### config.mk
export PLATFORM = sky130hd
export DESIGN_NAME = ecc_scalar_seq
export DESIGN_NICKNAME = d
export VERILOG_FILES = /design/src/rtl/ecc_scalar_seq.sv
export SDC_FILE = /design/constraint.sdc
export NUM_CORES = 1
export LEC_CHECK = 0
export ABC_CLOCK_PERIOD_IN_PS = 9750
export BUFFER_PORTS_ARGS = -buffer_cell sky130_fd_sc_hd__buf_2
export CORE_UTILIZATION = 55
export DETAILED_ROUTE_END_ITERATION = 10
export PLACE_DENSITY = 0.88
export SYNTH_ARGS = -nofsm -noshare
export SYNTH_HDL_FRONTEND = slang
export SYNTH_SLANG_ARGS = --single-unit
### constraint.sdc
create_clock -name clk -period 9.75 [get_ports clk]
set_clock_uncertainty 0.2 [all_clocks]
set_input_delay 0.4875 -clock clk [delete_from_list [all_inputs] [get_ports clk]]
set_output_delay 0.4875 -clock clk [all_outputs]
set_load 0.01 [all_outputs]
### src/rtl/ecc_scalar_seq.sv
// Sequencer issuing PRE-CAL, DOUBLE/ADD ladder, DIV-INV square-and-multiply and DIV-MUL ops to the point ALU.
// Optional watchdog: define ECC_SCALAR_SEQ_WDOG_EN.
module ecc_scalar_seq #(
  parameter int               SCALAR_W    = 255,
  parameter int               EXP_W       = 255,
  parameter logic [EXP_W-1:0] INV_EXP     = {EXP_W{1'b1}} - EXP_W'(20),
  parameter int               WDOG_CYCLES = 64
) (
  input  logic                clk,
  input  logic                rst,
  input  logic                start,
  input  logic [SCALAR_W-1:0] scalar,
  input  logic                alu_ready,
  output logic                alu_valid,
  output logic [1:0]          alu_state,
  output logic                alu_keep_flag,
  output logic                alu_consecutive_flag,
  output logic                busy,
  output logic                done,
  output logic                err
);
  localparam int MAX_W = (SCALAR_W > EXP_W) ? SCALAR_W : EXP_W;
  localparam int IDX_W = (MAX_W > 1) ? $clog2(MAX_W) : 1;
  localparam logic [IDX_W-1:0] S_TOP = IDX_W'(SCALAR_W - 1);
  localparam logic [IDX_W-1:0] E_TOP = IDX_W'(EXP_W - 1);

  if (WDOG_CYCLES < 2) begin : g_bad_wdog
    $error("WDOG_CYCLES must be at least 2");
  end

  typedef enum logic [3:0] {
    IDLE, PRE_ISS, PRE_WAIT, MUL_ISS, MUL_WAIT,
    INV_ISS, INV_WAIT, DMUL_ISS, DMUL_WAIT, DONE
  } state_t;

  state_t              st;
  logic [SCALAR_W-1:0] scalar_r;
  logic [IDX_W-1:0]    idx, idx_m1;

  assign idx_m1 = idx - 1'b1;

`ifdef ECC_SCALAR_SEQ_WDOG_EN
  localparam int WD_W = $clog2(WDOG_CYCLES + 1);
  logic [WD_W-1:0] wd_cnt;
  logic            in_wait;
  assign in_wait = (st == PRE_WAIT) || (st == MUL_WAIT) || (st == INV_WAIT) || (st == DMUL_WAIT);
`endif

  always_ff @(posedge clk or posedge rst) begin
    if (rst) begin
      st                   <= IDLE;
      scalar_r             <= '0;
      idx                  <= '0;
      alu_valid            <= 1'b0;
      alu_state            <= 2'd0;
      alu_keep_flag        <= 1'b0;
      alu_consecutive_flag <= 1'b0;
      busy                 <= 1'b0;
      done                 <= 1'b0;
      err                  <= 1'b0;
`ifdef ECC_SCALAR_SEQ_WDOG_EN
      wd_cnt               <= '0;
`endif
    end else begin
      alu_valid <= 1'b0;
      done      <= 1'b0;
      err       <= 1'b0;
      case (st)
        IDLE: if (start) begin
          scalar_r  <= scalar;
          busy      <= 1'b1;
          st        <= PRE_ISS;
          alu_valid <= 1'b1;
          alu_state <= 2'd0;
        end
        // ready during an issue cycle is a protocol violation and is dropped
        PRE_ISS:  st <= PRE_WAIT;
        MUL_ISS:  st <= MUL_WAIT;
        INV_ISS:  st <= INV_WAIT;
        DMUL_ISS: st <= DMUL_WAIT;
        PRE_WAIT: if (alu_ready) begin
          st                   <= MUL_ISS;
          idx                  <= S_TOP;
          alu_valid            <= 1'b1;
          alu_state            <= 2'd1;
          alu_consecutive_flag <= scalar_r[SCALAR_W-1];
          alu_keep_flag        <= (S_TOP != '0);
        end
        // flags move only after ready so they hold for the whole chained op
        MUL_WAIT: if (alu_ready) begin
          if (idx != '0) begin
            idx                  <= idx_m1;
            alu_consecutive_flag <= scalar_r[idx_m1];
            alu_keep_flag        <= (idx_m1 != '0);
          end else begin
            st                   <= INV_ISS;
            idx                  <= E_TOP;
            alu_valid            <= 1'b1;
            alu_state            <= 2'd2;
            alu_consecutive_flag <= INV_EXP[EXP_W-1];
            alu_keep_flag        <= (E_TOP != '0);
          end
        end
        INV_WAIT: if (alu_ready) begin
          if (idx != '0) begin
            idx                  <= idx_m1;
            alu_consecutive_flag <= INV_EXP[idx_m1];
            alu_keep_flag        <= (idx_m1 != '0);
          end else begin
            st                   <= DMUL_ISS;
            alu_valid            <= 1'b1;
            alu_state            <= 2'd3;
            alu_consecutive_flag <= 1'b0;
            alu_keep_flag        <= 1'b0;
          end
        end
        DMUL_WAIT: if (alu_ready) begin
          st   <= DONE;
          done <= 1'b1;
          busy <= 1'b0;
        end
        DONE: begin
          st        <= IDLE;
          alu_state <= 2'd0;
        end
        default: st <= IDLE;
      endcase
`ifdef ECC_SCALAR_SEQ_WDOG_EN
      // wd_cnt = cycles elapsed since the last issue or ready, counting that cycle
      if (!in_wait || alu_ready) begin
        wd_cnt <= WD_W'(1);
      end else if (wd_cnt == WD_W'(WDOG_CYCLES - 1)) begin
        st                   <= IDLE;
        busy                 <= 1'b0;
        err                  <= 1'b1;
        idx                  <= '0;
        alu_state            <= 2'd0;
        alu_keep_flag        <= 1'b0;
        alu_consecutive_flag <= 1'b0;
        wd_cnt               <= WD_W'(1);
      end else begin
        wd_cnt <= wd_cnt + 1'b1;
      end
`endif
    end
  end
endmodule

Word-level counts from Yosys, hierarchy flattened
Memories as Yosys holds them, arrays and structs flattened.
Index checks and enable logic that the tools add are counted.
- flip-flop bits (word level): 274
- memory bits (read-only): 256
- bits of input ports: 259
- output and inout port bits: 8
- word-level logic and storage cells: 87
- memories kept: 1
- memories (memory ; depth ; bits a word ; read ports ; clocked after Yosys merged registers in ; wr ports ; line ; source):
    (no name shown) ; 256 ; 1 ; 1 ; 0 ; 0 ; 107 ; alu_consecutive_flag <= INV_EXP[idx_m1];
- add/sub/neg operators: 1
- magnitude comparators: 1
- eq/ne operators: 17
- multiplexer cells: 45
- reduce and logical (&&, ||, !) cells: 13
- operators by type and width (cell ; number):
    $mux W8 ; 5
    $pmux W4 S9 ; 1
    $mux W4 ; 7
    $pmux W8 S3 ; 1
    $mux W1 ; 19
    $eq A4 B3 Y1 const B ; 4
    $ne A2 B2 Y1 const B ; 8
    $reduce_bool A8 Y1 ; 2
    $reduce_and A7 Y1 ; 2
    $mux W2 ; 6
    $pmux W2 S5 ; 1
    $lt A8 B9 Y1 const B ; 1
    $pmux W1 S3 ; 3
    $bmux W1 S8 ; 1
    $eq A4 B2 Y1 const B ; 2
    $eq A4 B4 Y1 const B ; 2
    $sub A8 B1 Y8 const B ; 1
    $reduce_and A5 Y1 ; 1
    $reduce_bool A5 Y1 ; 1
    $eq A4 B1 Y1 const B ; 1
    $logic_not A4 Y1 ; 1
    $reduce_and A4 Y1 ; 1
    $reduce_and A3 Y1 ; 1
    $reduce_bool A3 Y1 ; 1
    4 further kinds ; 4

Logic depth before layout (Yosys ltp)
- depth after elaboration: 6
- gate-level depth with buffers: 15
- depth with buffers taken out: 9

Worst setup path before layout
Ideal clock, no wire load.
- path kind: reg2reg
- start point: register idx[0]
- end point: register alu_consecutive_flag
- setup time: 0.136 ns
- data arrival time: 3.418 ns
- data required time: 9.414 ns
- slack: 5.996 ns
- cell stages (with the launch flop): 13
- buffers on the path: 3
- clock period less this slack: 3.754 ns
- cells stage by stage: dfrtp_1 buf_2 inv_2 clkbuf_1 ha_1 xor2_2 buf_6 mux4_2 mux4_2 nand2_1 or4b_1 nand4_1 o211ai_1
- cells in the longest elaborated chain, start to end: 6
- elaborated cells on any way between the ends: 11
- those cells by class: add/sub: 1; mux: 8; reduce/logical: 1; memory: 1
- ends and longest elaborated chain (what ; line ; source):
    start: declaration ; 38 ; logic [IDX_W-1:0] idx, idx_m1;
    start signal: assignment ; 92 ; idx <= idx_m1;
    start signal: assignment ; 106 ; idx <= idx_m1;
    $sub A8 B1 Y8 ; 40 ; assign idx_m1 = idx - 1'b1;
    $mem_v2 Z256 W1 or $bmux W1 S8 (tied branches) ; n/a ;
    $mux W1 (on tied branches) ; 107, 93 ;
    $mux W1 (on tied branches) ; 105, 91 ;
    $mux W1 (on tied branches) ; 104, 90 ;
    $pmux W1 S3 * ; 68 ; case (st)
    end signal: assignment ; 86 ; alu_consecutive_flag <= scalar_r[SCALAR_W-1];
    end signal: assignment ; 100 ; alu_consecutive_flag <= INV_EXP[EXP_W-1];
    end signal: assignment ; 107 ;
    end: declaration ; 17 ; output logic alu_consecutive_flag,
Mark *: on every way between the ends. The rest lies on a longest branch, timed or not. The select of a mux whose other input is x is not followed.
A chain may end at the register's enable or synchronous reset.

Final worst setup path
Ends and elaborated chain as after synthesis.

==> qor.yml <==
timing:
  slew_headroom_pct: 25.77
  tns_ns: 0
  period_share_pct: 53.88
  finalSetupViolCount: 0
  final_hold_viol_count: 0
  rsz0062_at_grt: "false"
  max_clock_freq_mhz: 190.4
  timing.hold.ws_ns: 0.02611
  finalCriticalPeriod_ns: 5.253
  final_max_slew_viol_count: 0
  tightest_slew_ns: 1.113
cells_and_area:
  fillers: 1266
  finalNetCount: 1637
  final_cell_area_um2: 17790
  multiInputGateArea_um2: 5602
  post-route-util_pct: 78.34
  synthToLayoutAreaGrowth_pct: 39.54
  final_common_cell: "dfrtp_1"
  final_cell_mix: "dfrtp_1 (273), buf_2 (265), mux2_2 (257)"
  final_layout_size_suffix_gt1_share_pct: 45.88
  layout.area.seq_um2: 6858
drt:
  wl_um: 39890
  dr_total_vias: 9759
  drt_iter0_drc: 602
  drt-pass1-iter-count: 5
  vias_per_cell: 5.788
  wl_per_cell_um: 23.66
  drc: 0
  ant_nets: 0
cts:
  cts_tree: "done"
  root_buffer: "clkbuf_16"
  post_cts_resize_count: 0
  path_clk_slew_ns: 0.06
  cts_num_sinks: 274
  h-tree-depth: 1
  clockBufferDepth: 3
  clk_latency_ns: 0.58
  cts_buffers: 29
grt:
  grt_usage_pct: 34.44
  grt_pass1_wl_um: 61510
  grt_pass1_vias: 10960
  grt_max_degree: 116
  antenna_found_initial: 4
  grt_overflow: 0
synthesis:
  synth_nets: 1135
  ys_seq_elements: 274
  synth-seq-area-share_pct: 53.78
  syn_area_um2: 12750
  synth-compound-area-share_pct: 3.189
  ys_types: 59
  synth_flop_cell: "dfrtp_1"
  synth-async-reset-ratio_pct: 100.0
  synth_edf_count: 0
  syn_avg_cell_area_um2: 14.62
  synth_fa_ha_area_share_pct: 0.3925
  ys_warn_count: 0
  synth_top_family_by_area: "multiplexers"
  yosys.area_share.simple_pct: 4.573
  synthXorXnorAreaFrac_pct: 0.7360
  post_synth_inst_count: 872
  synth.mux.area_fraction_pct: 34.71
placement:
  gp_congestion: 0.8538
  place_hpwl_um: 20910
  portBuffers: 265
  place_area_um2: 14260
pwr:
  power_mw: 5.615
  peakVddDrop_mv: 0.1984
  swShare_pct: 33.82
  intPower_mw: 3.716
  power_density_nw_per_um2: 315.6
  p_sw_mw: 1.899
  p_leak_nw: 7.992
  pwr-share-comb_pct: 41.7
  seqPwrFrac_pct: 38.0
  power_frac_clock_pct: 20.3
setup_path:
  required_ns: 9.97
  regToRegSetupSlack_ns: 4.50
  cp-end-kind: "flip-flop"
  critPathMaxFanout: 51
  crit_path_start_kind: "flip-flop"
  path_class: "flip-flop to flip-flop"
  arrival_ns: 5.47
job:
  drv_cap: 0
min_path:
  hold_class: "input pin to flip-flop"
floorplan:
  die_y_um: 154.3
  start_util_pct: 56.14
  die_w_um: 154.3
  io_pins: 267
  dieArea_um2: 23790
  fp.coreArea_um2: 22710
  rows: 55
run_status:
  status: "complete, no violations"
==> through the flow <==
stage / setup slack [ns] / cells
after floorplan: 1.510 / 872
after global placement: 4.629 / 1373
after detailed placement: 4.473 / 1373
after CTS: 4.444 / 1682
after global routing: 4.192 / 1686
final: 4.497 / 1686
==> worst max-delay path, cell delays in order (launching register included) <==
cell and delay, ns:
dfrtp_2 0.87, inv_2 0.44, ha_4 0.34, xor2_4 0.69
buf_4 0.78, mux4_1 0.66, mux2i_1 0.15, o22ai_1 0.14
or4b_1 0.51, nand4_1 0.13, o211ai_1 0.10
==> what timing repair did <==
action                                 CTS  global route
endpoints found under the hold margin  367             0
hold buffers                           255             0
buffers inserted                         0             0
setup endpoints to repair                0             0
==> layer usage <==
layer / vias up / track usage (%) / routed length, µm / part of all wire [%]
li1: 4245 / - / - / -
met1: 4923 / 39.64 / 14510 / 36
met2: 438 / 61.54 / 20960 / 53
met3: 153 / 5.212 / 2072 / 5.2
met4: 0 / 19.85 / 2349 / 5.9
met5: - / 0 / 0 / 0
==> worst paths after layout <==
path,from,to,depth (start not counted)
min in group asynchronous,rst,scalar_r[70],3
min,scalar[185],scalar_r[185],2
max,idx[0],alu_consecutive_flag,10
max in group asynchronous,rst,scalar_r[182],4
max reg2reg,idx[0],alu_consecutive_flag,10
min reg2reg,scalar_r[10],scalar_r[10],1
==> logic make-up after synthesis <==
kind of cell               count (synthesis)
AOI/OAI and AO/OA                         57
other                                      1
muxes                                    335
adders and majority gates                  4
and+or+nand+nor                          125
xor gates and xnor gates                   9
buffers and inverters                     67
DFF                                      274
==> power by group through the flow <==
stage	Sequential (mW)	Combinational (mW)	Clock (mW)
global placement	2.05	2.09	0
global route	2.18	2.49	1.19
finish	2.13	2.34	1.14
detailed placement	2.08	2.17	0
floorplan	1.91	1.85	0
CTS	2.07	2.28	1.13
==> cells in the mapped netlist, types with 3 or more instances <==
master,number,area [µm²]
mux2i_1,21,210.2
or3_1,3,18.77
ha_1,4,50.05
clkbuf_1,46,172.7
mux2_2,257,2894
buf_1,3,11.26
mux4_1,10,262.8
o21ai_0,7,35.03
a31oi_1,6,37.54
nand4_1,6,37.54
inv_1,6,22.52
o31ai_1,4,30.03
xnor2_1,5,43.79
nor2_1,24,90.09
nor3_1,3,15.01
dfrtp_1,274,6857
buf_6,4,45.04
a32oi_1,4,35.03
nand3_1,19,95.09
a221oi_1,3,26.28
and3_1,5,31.28
a21oi_1,10,50.05
mux4_2,47,1059
nand2_1,52,195.2
==> flip-flops by register name (all words and copies together), names as in the netlist, 2 cells and up <==
| signal | flops |
|---|---|
| scalar_r | 255 |
| idx | 8 |
| st | 4 |
| alu_state | 2 |
==> area by class of cell <==
cell class / instances / area share (%)
clock buffer: 40 / 4.649
inverter: 7 / 0.1899
multi-input combinational: 531 / 31.49
clock inverter: 14 / 0.8017
tap: 285 / 2.004
timing repair buffer: 531 / 22.27
sequential: 274 / 38.55
antenna: 4 / 0.05626
(Power assumes the default switching activity.)
